### config.mk
export PLATFORM = sky130hd
export DESIGN_NAME = scoreboard_hazard
export DESIGN_NICKNAME = d
export VERILOG_FILES = /design/src/rtl/scoreboard_hazard.sv
export SDC_FILE = /design/constraint.sdc
export NUM_CORES = 1
export LEC_CHECK = 0
export CAP_MARGIN = 20
export CORE_ASPECT_RATIO = 1.4
export CORE_MARGIN = 5
export CORE_UTILIZATION = 50
export DETAILED_ROUTE_END_ITERATION = 10
export PLACE_DENSITY_LB_ADDON = 0.15
export SKIP_LAST_GASP = 1
export SLEW_MARGIN = 20
export SYNTH_ARGS = -nofsm -noshare
export SYNTH_HDL_FRONTEND = slang
export SYNTH_SLANG_ARGS = --single-unit
### constraint.sdc
create_clock -name clk -period 4.28 [get_ports clk]
set_input_delay 0.642 -clock clk [delete_from_list [all_inputs] [get_ports clk]]
set_output_delay 0.642 -clock clk [all_outputs]
set_load 0.02 [all_outputs]
### src/rtl/scoreboard_hazard.sv
// Register scoreboard: tracks cycles until each register's in-flight result
// is usable, stalls issue on RAW/WAW hazards and selects bypass operands.
module scoreboard_hazard #(
    parameter int REG_NUM = 32,
    parameter int AW      = 5,
    parameter int SRC_NUM = 2,
    parameter int LAT_W   = 3
) (
    input  logic                   clk,
    input  logic                   rst,
    input  logic                   issue_valid,
    input  logic [SRC_NUM-1:0]     issue_src_rd,
    input  logic [SRC_NUM*AW-1:0]  issue_src_addr,
    input  logic                   issue_dst_we,
    input  logic [AW-1:0]          issue_dst_addr,
    input  logic [LAT_W-1:0]       issue_lat,
    output logic                   issue_ready,
    output logic [SRC_NUM-1:0]     fwd_sel,
    input  logic                   flush,
    output logic                   pending_any
);

    localparam int ADDR_SPACE = 2 ** AW;

    // One counter per encodable address. Entry 0 and any address at or above
    // REG_NUM are held at zero so lookups never need a range check.
    logic [LAT_W-1:0] cnt [ADDR_SPACE];

    logic raw_hazard;
    logic waw_hazard;
    logic issue_fire;

    assign issue_fire = issue_valid & issue_ready;

    // Per-register countdown: reload on a fired write, otherwise count to zero.
    always_ff @(posedge clk) begin
        for (int r = 0; r < ADDR_SPACE; r++) begin
            // NOTE: every counter is reset; this is flop state that gates
            // issue, not a RAM, so leaving it unknown would block the pipe.
            if (rst || flush) begin
                cnt[r] <= '0;
            end else if (r == 0 || r >= REG_NUM) begin
                cnt[r] <= '0;
            end else if (issue_fire && issue_dst_we && issue_dst_addr == AW'(r)) begin
                // Reload wins over the decrement of the same register.
                cnt[r] <= issue_lat;
            end else if (cnt[r] != '0) begin
                // NOTE: non-blocking so every counter updates from the
                // pre-edge value regardless of loop order.
                cnt[r] <= cnt[r] - 1'b1;
            end
        end
    end

    // Hazard detection and bypass selection, purely from current state.
    always_comb begin
        // NOTE: defaults first so no path leaves a variable unassigned and
        // no latch is inferred.
        raw_hazard  = 1'b0;
        fwd_sel     = '0;
        pending_any = 1'b0;
        for (int i = 0; i < SRC_NUM; i++) begin
            if (issue_src_rd[i] && cnt[issue_src_addr[i*AW +: AW]] > LAT_W'(1)) begin
                raw_hazard = 1'b1;
            end
            if (issue_src_rd[i] && cnt[issue_src_addr[i*AW +: AW]] == LAT_W'(1)) begin
                fwd_sel[i] = 1'b1;
            end
        end
        waw_hazard = issue_dst_we && (issue_dst_addr != '0)
                     && (cnt[issue_dst_addr] > issue_lat);
        for (int r = 1; r < ADDR_SPACE; r++) begin
            if (cnt[r] != '0) begin
                pending_any = 1'b1;
            end
        end
        issue_ready = ~flush & ~raw_hazard & ~waw_hazard;
    end

endmodule

After elaboration in Yosys (flattened, before gate mapping)

Memories as Yosys holds them, arrays and structs flattened.
Cells that the tools add are included.

Add/subtract/negate cells: 31
Magnitude comparators: 3
Equal/unequal tests: 33
Muxes and demuxes: 317
Bitwise logic cells: 69
Reduce and logical (&&, ||, !) cells: 71

Operator list:

| operator            | count |
|---|---|
| $mux 1              | 254 |
| $mux 3              | 63 |
| $reduce_bool 3->1   | 31 |
| $sub 3x1->3 const B | 31 |
| $eq 5x5->1 const B  | 16 |
| $or 1x1->1          | 63 |
| $eq 5x4->1 const B  | 8 |
| $logic_and 1x1->1   | 38 |
| $eq 5x3->1 const B  | 4 |
| $eq 5x2->1 const B  | 2 |
| $eq 3x1->1 const B  | 2 |
| $gt 3x1->1 const B  | 2 |
| $eq 5x1->1 const B  | 1 |
| $reduce_bool 5->1   | 1 |
| $and 1x1->1         | 3 |
| $gt 3x3->1          | 1 |
| $not 1->1           | 3 |
| $logic_or 1x1->1    | 1 |

Register bits: 0
Memory bits (writable): 96
Input port bits: 25
Output and inout bits: 4
Word-level logic and storage cells: 525
Memories kept: 1

Memory list:

| memory | depth | bits a word | read ports | clocked after memory_dff | write ports | RTL line | source |
|---|---|---|---|---|---|---|---|
| cnt    | 32    | 3           | 34         | 0                        | 32          | 27       | `logic [LAT_W-1:0] cnt [ADDR_SPACE];` |

Longest topological paths before layout

Gate-level depths: netlist of the first run.

Depth after elaboration: 32
Gate-level depth with buffers: 16
Depth with buffers taken out: 13

Least setup slack after synthesis of the first run

No wires, ideal clock.

Kind: input port to output port
Start point: in issue_dst_addr[0]
End point: out issue_ready
Arrival time: 3.986 ns
Data required time: 3.638 ns
Slack: -0.348 ns
Stages: 13
Buffers on the path: 3
Cell sequence: buf_2 > buf_2 > mux4_2 > mux4_2 > mux2_2 > ha_1 > nor2b_1 > o21ai_0 > nand2b_1 > a41oi_1 > o211ai_2 > buf_4 > nor2_1

Word-level cells in the longest chain between the ends: 5
Elaborated cells between the ends (all ways): 7
Classes of those cells: 1 x order compare; 2 x bitwise; 3 x reduce/logical; 1 x memory

Ends and longest elaborated chain:

| item                                              | RTL line | source |
|---|---|---|
| start: declaration                                | 15       | `input logic [AW-1:0] issue_dst_addr,` |
| $mem_v2 32x3 or $reduce_bool 5->1 (tied branches) | --       |  |
| $gt 3x3->1 or $logic_and 1x1->1 (tied branches)   | 71, 70   |  |
| $logic_and 1x1->1 *                               | 71       | `&& (cnt[issue_dst_addr] > issue_lat);` |
| $not 1->1 *                                       | 77       | `issue_ready = ~flush & ~raw_hazard & ~waw_hazard;` |
| $and 1x1->1 *                                     | 77       |  |
| end: declaration                                  | 17       | `output logic issue_ready,` |

Every way passes the cells marked *; elsewhere a longest branch is shown, timed or not.

Worst setup path after layout of the first run

Start point: in issue_dst_addr[1]
End point: out issue_ready

Same word-level chain as after synthesis.

==> flow_metrics.env, run 1 <==
export IMPL_p_total_mw=5.33
export IMPL_synth_largest_area_cell="edfxtp_1"
export IMPL_htree_levels=3
export IMPL_drive_gt1_share_pct=27.7
export IMPL_synthTopCellsByArea="edfxtp_1 30%, mux4_2 12%, ha_1 8.7%, nor3_4 5.0%, mux2_1 4.6%"
export IMPL_holdWs_ps=724
export IMPL_fin_cells=1209
export IMPL_yosysUniqueCellTypes=61
export IMPL_async_flop_share_pct=0
export IMPL_largest_reg_flops=93
export IMPL_slew_headroom_pct=46.3
export IMPL_vdd_ir_drop_max_mv=0.230
export IMPL_place_gp_congestion=1.00
export IMPL_synth_top_cell_area_share_pct=29.8
export IMPL_synth_area_um2=9380
export IMPL_yosys_area_share_adder_pct=8.67
export IMPL_synthSimpleGateAreaFrac_pct=23.0
export IMPL_worst_ep_arrival_time_ps=3510
export IMPL_ys_ff_latch=93
export IMPL_critPathLaunchType="primary input"
export IMPL_post_route_period_util_pct=97.1
export IMPL_final_core_util_pct=58.7
export IMPL_port_buffers=28
export IMPL_hp_class="flip-flop to flip-flop"
export IMPL_regMostFlops="cnt"
export IMPL_syn2layout_area_growth_pct=15.9
export IMPL_synth_mux_area_share_pct=29.2
export IMPL_die_area_um2=21600
export IMPL_rows=59
export IMPL_avgSynthCellArea_um2=10.8
export IMPL_pin_count=29
export IMPL_hold_depth=1
export IMPL_detail_route_drc_violations=0
export IMPL_cts_sinks=93
export IMPL_cts_buffer_depth=2
export IMPL_placed_cell_area_um2=10500
export IMPL_fin_ws_ps=124
export IMPL_start_util_pct=50.6
export IMPL_grt_pass1_wl_um=44000
export IMPL_cts_setup_buffers=0
export IMPL_yosysMostFrequentCell="nor2_1"
export IMPL_synth_edf_count=93
export IMPL_r2r_slack_ps=220
export IMPL_synth_top_family_by_area="multiplexers"
export IMPL_via_per_inst=6.16
export IMPL_drtAntennaViolNets=0
export IMPL_cts_clk_slew_worst_paths_ps=70
export IMPL_drv_slew=0
export IMPL_die_w_um=126
export IMPL_tightest_slew_ps=806
export IMPL_end_kind="primary output"
export IMPL_final_area_um2=10900
export IMPL_setup_tns_ps=0
export IMPL_crit_type="primary input to primary output"
export IMPL_n_fill_cell=1593
export IMPL_fin_worst_skew_ps=10.6
export IMPL_place_hpwl_um=22400
export IMPL_pre_cts_ws_ps=-798
export IMPL_syn_instance_count=869
export IMPL_wl_um=29000
export IMPL_worst_ep_required_time_ps=3640
export IMPL_clock_latency_ps=360
export IMPL_groute_usage_overall_pct=26.8
export IMPL_vias=7450
export IMPL_power_leakage_nw=4.29
export IMPL_first_pass_iters=5
export IMPL_clock_root_buffer="clkbuf_16"
export IMPL_max_cap_violations=0
export IMPL_cts_buffers=9
export IMPL_fmax_mhz=241
export IMPL_yosysSeqAreaShare_pct=29.8
export IMPL_synth_flop_cell="edfxtp_1"
export IMPL_setup_viol=0
export IMPL_rsz0062_at_grt="no"
export IMPL_syn_nets=959
export IMPL_yosysWarnings=0
export IMPL_grt_pass1_vias=7800
export IMPL_drtIter0Drc=568
export IMPL_die_h_um=172
export IMPL_synth_xor_area_share_pct=0
export IMPL_grt_overflow_total=0
export IMPL_avgRoutedWirePerCell_um=24.0
export IMPL_r2r_cells=12
export IMPL_antenna_found_initial=0
export IMPL_hold_viol=0
export IMPL_power_density_nw_per_um2=490
export IMPL_cts_tree="done"
export IMPL_crit_path_max_fanout=8
export IMPL_reg_top3="cnt: 93 flops"
export IMPL_synth_compound_area_share_pct=3.48
export IMPL_grt_max_degree=61
export IMPL_dp_cells=1192
export IMPL_finalNetCount=1049
export IMPL_synth_commonest_cells="96 x nor2_1, 93 x edfxtp_1, 89 x nand2_1"
export IMPL_status="finished, final reports clean"
export IMPL_coreArea_um2=18500
export IMPL_period_minus_slack_ps=4160
[cells in the final DEF (no fill, tap or decap), types with 6 or more instances in the layout]
cell type        count
o21ai_0              7
nand3b_1            12
nor3b_1              6
clkdlybuf4s50_1     25
mux4_2              49
buf_4               90
nand3_1              8
nor2b_1             24
buf_6                6
or3_1               17
nand2_1             89
mux4_1               7
mux2_2              33
nor3_1              38
ha_1                65
nor2_1              93
clkbuf_16            9
inv_1               67
mux2_1              38
and3_1               6
edfxtp_1            93
nand2b_1            21
mux2i_1             32
nand4_1              6
mux2_4              22
nor3_4              29
[logic make-up after synthesis]
logic type | Yosys count
DFF | 93
adders and majority gates | 65
AOI/OAI and AO/OA | 42
muxes | 181
and+or+nand+nor | 371
buffers and inverters | 117
[per-layer routing]
layer	track usage, %	up-vias	share of wire (%)
met1	29.9	3712	37
met5	0	-	0
met3	4.36	92	5.7
met4	15.3	0	5.7
met2	48.6	274	52
li1	-	3372	-
[report_power, final]
part / internal, mW / leakage (nW) / switching, mW / total (mW)
Sequential: 1.38 / 1.07 / 0.347 / 1.72
Clock: 0.572 / 0.163 / 0.383 / 0.955
Combinational: 1.26 / 3.06 / 1.39 / 2.65
Total: 3.21 / 4.29 / 2.12 / 5.33
[area by class of cell]
class                      count  area (um^2)  area share, %
inverter                      68          260           2.39
multi-input combinational    659         6070           55.8
tap                          244          305           2.81
clock inverter                 6          111           1.02
sequential                    93         2790           25.7
antenna                        1         2.50         0.0230
clock buffer                  10          229           2.10
timing repair buffer         128         1110           10.2
[worst max-delay path, cell delays in order]
cell and delay, ps:
clkdlybuf4s18_2 260, buf_6 170, buf_4 150, a22o_1 200, mux4_2 480, mux2_2 280
ha_1 280, nor2b_1 130, o21ai_1 120, nand2b_1 80, a41oi_2 270, o211ai_4 140
nor2_4 120, buf_2 180
[repair_timing]
item                                    in CTS  in global routing
hold buffers                                 0                  0
gates resized for setup                      9                  9
pin swaps                                    1                  1
endpoints found under the setup margin     180                  3
[final timing paths]
| check | startpoint | endpoint |
|---|---|---|
| min reg2reg | cnt[31][0]$_DFFE_PP_ | cnt[31][0]$_DFFE_PP_ |
| min | cnt[31][0]$_DFFE_PP_ | cnt[31][0]$_DFFE_PP_ |
| max | issue_dst_addr[1] | issue_ready |
| max reg2reg | cnt[12][1]$_DFFE_PP_ | cnt[26][0]$_DFFE_PP_ |
Note: power is estimated with default switching activity, not from simulation.
==> inputs of run 2 (changes only) <==
--- a/config.mk
+++ b/config.mk
@@ -5,12 +5,14 @@
 export SDC_FILE = /design/constraint.sdc
 export NUM_CORES = 1
 export LEC_CHECK = 0
+export ABC_AREA = 1
 export CAP_MARGIN = 20
 export CORE_ASPECT_RATIO = 1.4
 export CORE_MARGIN = 5
 export CORE_UTILIZATION = 50
 export DETAILED_ROUTE_END_ITERATION = 10
 export PLACE_DENSITY_LB_ADDON = 0.15
+export REMOVE_ABC_BUFFERS = 1
 export SKIP_LAST_GASP = 1
 export SLEW_MARGIN = 20
 export SYNTH_ARGS = -nofsm -noshare
==> run 2 against run 1 <==
  * Worst setup slack better by 59 ps
  * Cell count up 20%
  * Clock power fell by 15%
  * Routed wire length up 9.8%
  * Area after synthesis down 6.9%
  * Clock skew down 2.6 ps
  * Critical path depth is 4 lower
  * Total power is 2.8% lower
  * Register-to-register slack gained 560 ps
  * Sequential share of layout area rose by 2.7 points
  * Via count rose by 26%
  * Critical path type unchanged
==> flow_metrics.env, run 2 <==
export IMPL_status="finished, final reports clean"
export IMPL_crit_path_frequent_cell="clkdlybuf4s50_1"
export IMPL_async_flop_share_pct=0
export IMPL_drive_gt1_share_pct=8.02
export IMPL_die_h_um=166
export IMPL_synth_commonest_cells="212 x nand4_1, 202 x nand2_1, 151 x inv_1"
export IMPL_slew_headroom_pct=48.1
export IMPL_synthTopCellsByArea="edfxtp_1 32%, nand4_1 15%, ha_1 9.3%, nand2_1 8.7%, inv_1 6.5%"
export IMPL_synthSimpleGateAreaFrac_pct=34.4
export IMPL_grt_max_degree=134
export IMPL_period_minus_slack_ps=4100
export IMPL_detail_route_drc_violations=0
export IMPL_fin_cells=1446
export IMPL_max_cap_violations=0
export IMPL_grt_pass1_vias=8722
export IMPL_syn_instance_count=1169
export IMPL_synth_area_um2=8730
export IMPL_wl_um=31800
export IMPL_fin_worst_skew_ps=7.94
export IMPL_grt_pass1_wl_um=49400
export IMPL_die_w_um=122
export IMPL_rr_endpoint="cnt[16][2]$_SDFFCE_PN0P_"
export IMPL_regMostFlops="cnt"
export IMPL_post_route_period_util_pct=95.7
export IMPL_use_met1_pct=40.8
export IMPL_synth_flop_cell="edfxtp_1"
export IMPL_syn2layout_area_growth_pct=12.7
export IMPL_yosys_area_share_adder_pct=9.31
export IMPL_cts_clk_slew_worst_paths_ps=70
export IMPL_end_kind="primary output"
export IMPL_setup_tns_ps=0
export IMPL_worst_ep_arrival_time_ps=3460
export IMPL_r2r_slack_ps=780
export IMPL_r2r_start="cnt[13][2]$_DFFE_PP_"
export IMPL_avgSynthCellArea_um2=7.47
export IMPL_place_hpwl_um=23900
export IMPL_largest_reg_flops=93
export IMPL_hold_viol=0
export IMPL_most_common_layout_cells="212 x nand4_1, 202 x nand2_1, 151 x inv_1"
export IMPL_synth_compound_area_share_pct=10.4
export IMPL_cp_cell_sequence="clkdlybuf4s50_1 -> inv_2 -> nor2_2 -> buf_4 -> a221oi_1 -> nand2_1 -> o311ai_0 -> a21oi_1 -> nor3_1 -> clkdlybuf4s50_1"
export IMPL_insertedDiodeCount=0
export IMPL_use_met2_pct=50.7
export IMPL_cts_tree="done"
export IMPL_hold_start="cnt[12][2]$_DFFE_PP_"
export IMPL_critPathLaunchType="primary input"
export IMPL_drtIter0Drc=1098
export IMPL_cts_buffer_depth=2
export IMPL_regArea_um2=2790
export IMPL_pin_count=29
export IMPL_dp_cells=1431
export IMPL_synth_top_cell_area_share_pct=32.0
export IMPL_clock_root_buffer="clkbuf_16"
export IMPL_ys_ff_latch=93
export IMPL_die_area_um2=20200
export IMPL_vdd_ir_drop_max_mv=0.265
export IMPL_setup_viol=0
export IMPL_multi_input_area_um2=5010
export IMPL_yosysSeqAreaShare_pct=32.0
export IMPL_synth_top_family_by_area="simple AND/OR/NAND/NOR gates"
export IMPL_drv_slew=0
export IMPL_rsz0062_at_grt="no"
export IMPL_top_usage_layer="met2"
export IMPL_groute_usage_overall_pct=31.6
export IMPL_first_pass_iters=7
export IMPL_synth_largest_area_cell="edfxtp_1"
export IMPL_finalNetCount=1296
export IMPL_slowest_stage="clkdlybuf4s50_1"
export IMPL_cts_sinks=93
export IMPL_yosysMostFrequentCell="nand4_1"
export IMPL_coreArea_um2=17300
export IMPL_place_gp_congestion=1.03
export IMPL_n_fill_cell=1715
export IMPL_yosysWarnings=0
export IMPL_avgRoutedWirePerCell_um=22.0
export IMPL_synth_edf_count=93
export IMPL_via_per_inst=6.47
export IMPL_synth_mux_area_share_pct=0
export IMPL_tightest_slew_ps=778
export IMPL_start_util_pct=50.6
export IMPL_drtAntennaViolNets=0
export IMPL_yosysUniqueCellTypes=38
export IMPL_rows=57
export IMPL_htree_levels=3
export IMPL_grt_overflow_total=0
export IMPL_p_total_mw=5.18
export IMPL_crit_path_max_fanout=8
export IMPL_clock_latency_ps=360
export IMPL_use_met3_pct=4.94
export IMPL_synth_xor_area_share_pct=3.11
export IMPL_cts_buffers=9
export IMPL_hold_depth=3
export IMPL_power_leakage_nw=4.27
export IMPL_max_stage_delay_ps=660
export IMPL_antenna_found_initial=0
export IMPL_power_density_nw_per_um2=526
export IMPL_fmax_mhz=244
export IMPL_crit_type="primary input to primary output"
export IMPL_hp_class="flip-flop to flip-flop"
export IMPL_port_buffers=28
export IMPL_layout_commonest_cell="nand4_1"
export IMPL_reg_top3="cnt: 93 flops"
export IMPL_r2r_cells=18
export IMPL_hold_end="cnt[12][2]$_DFFE_PP_"
export IMPL_worst_ep_required_time_ps=3640
export IMPL_vias=9355
==> run 2: cell count changes after synthesis, moves of 31 or more <==
cell / delta
mux2_2: -33
nand3_1: +59
o21ai_0: +32
o22ai_1: +45
mux2_1: -38
mux4_2: -49
inv_1: +84
mux2i_1: -32
nand2_1: +113
xor2_1: +31
nand4_1: +206
==> run 2: through the flow <==
| step | hold slack (ps) | cell area, um^2 | utilization (%) | worst slack [ps] |
|---|---|---|---|---|
| 2_1_floorplan | 672 | 8380 | - | -4190 |
| 3_3_place_gp | 704 | 9540 | 55.3 | -263 |
| 3_5_place_dp | 715 | 9540 | 55.3 | -281 |
| 4_1_cts | 730 | 9830 | 56.9 | 11.8 |
| 5_1_grt | 753 | 9840 | 57.0 | 18.6 |
| 6_report | 735 | 9840 | 57.0 | 183 |
==> run 2: layer usage <==
metal  vias to the layer above  routed length, um
met4                         0               1920
met3                       135               3100
met1                      4337              12200
met2                       567              14600
met5                         -                  0
li1                       4316                  -
==> run 2: repair_timing <==
action | in CTS | in global routing
resized for setup | 2 | 10
setup buffers | 0 | 0
endpoints found under the setup margin | 1 | 185
hold buffers | 0 | 0
pin swaps | 0 | 1
gates cloned | 0 | 0
==> run 2: logic make-up after synthesis <==
kind of cell	count (synthesis)
simple gates	605
buf+inv	228
compound gates	147
flops	93
fa+ha+maj	65
xor+xnor	31
==> run 2: area by class of cell <==
class,instances,area share (%)
clock buffer,10,2.33
clock inverter,5,0.534
inverter,159,6.06
multi-input combinational,848,50.9
sequential,93,28.4
tap,236,3.00
timing repair buffer,95,8.82
==> run 2: critical path: cells and delay by family <==
kind,cells,cell delay (ps)
simple gates,3,380
buf+inv,4,1690
compound gates,3,710
==> run 2: power by group <==
| part | switching [mW] | internal [mW] |
|---|---|---|
| combinational | 1.74 | 0.849 |
| sequential | 0.330 | 1.45 |
| clock | 0.367 | 0.447 |
| total | 2.44 | 2.74 |
==> run 2: how the worst max path moves through the flow <==
stage	cells after the start	endpoint	startpoint
after global routing	8	fwd_sel[1]	issue_src_addr[5]
after detailed placement	18	issue_ready	issue_dst_addr[1]
after floorplan	2	cnt[20][0]$_DFFE_PP_	rst
after CTS	18	issue_ready	issue_dst_addr[1]
after global placement	17	issue_ready	issue_dst_addr[1]
final	10	fwd_sel[0]	issue_src_addr[0]
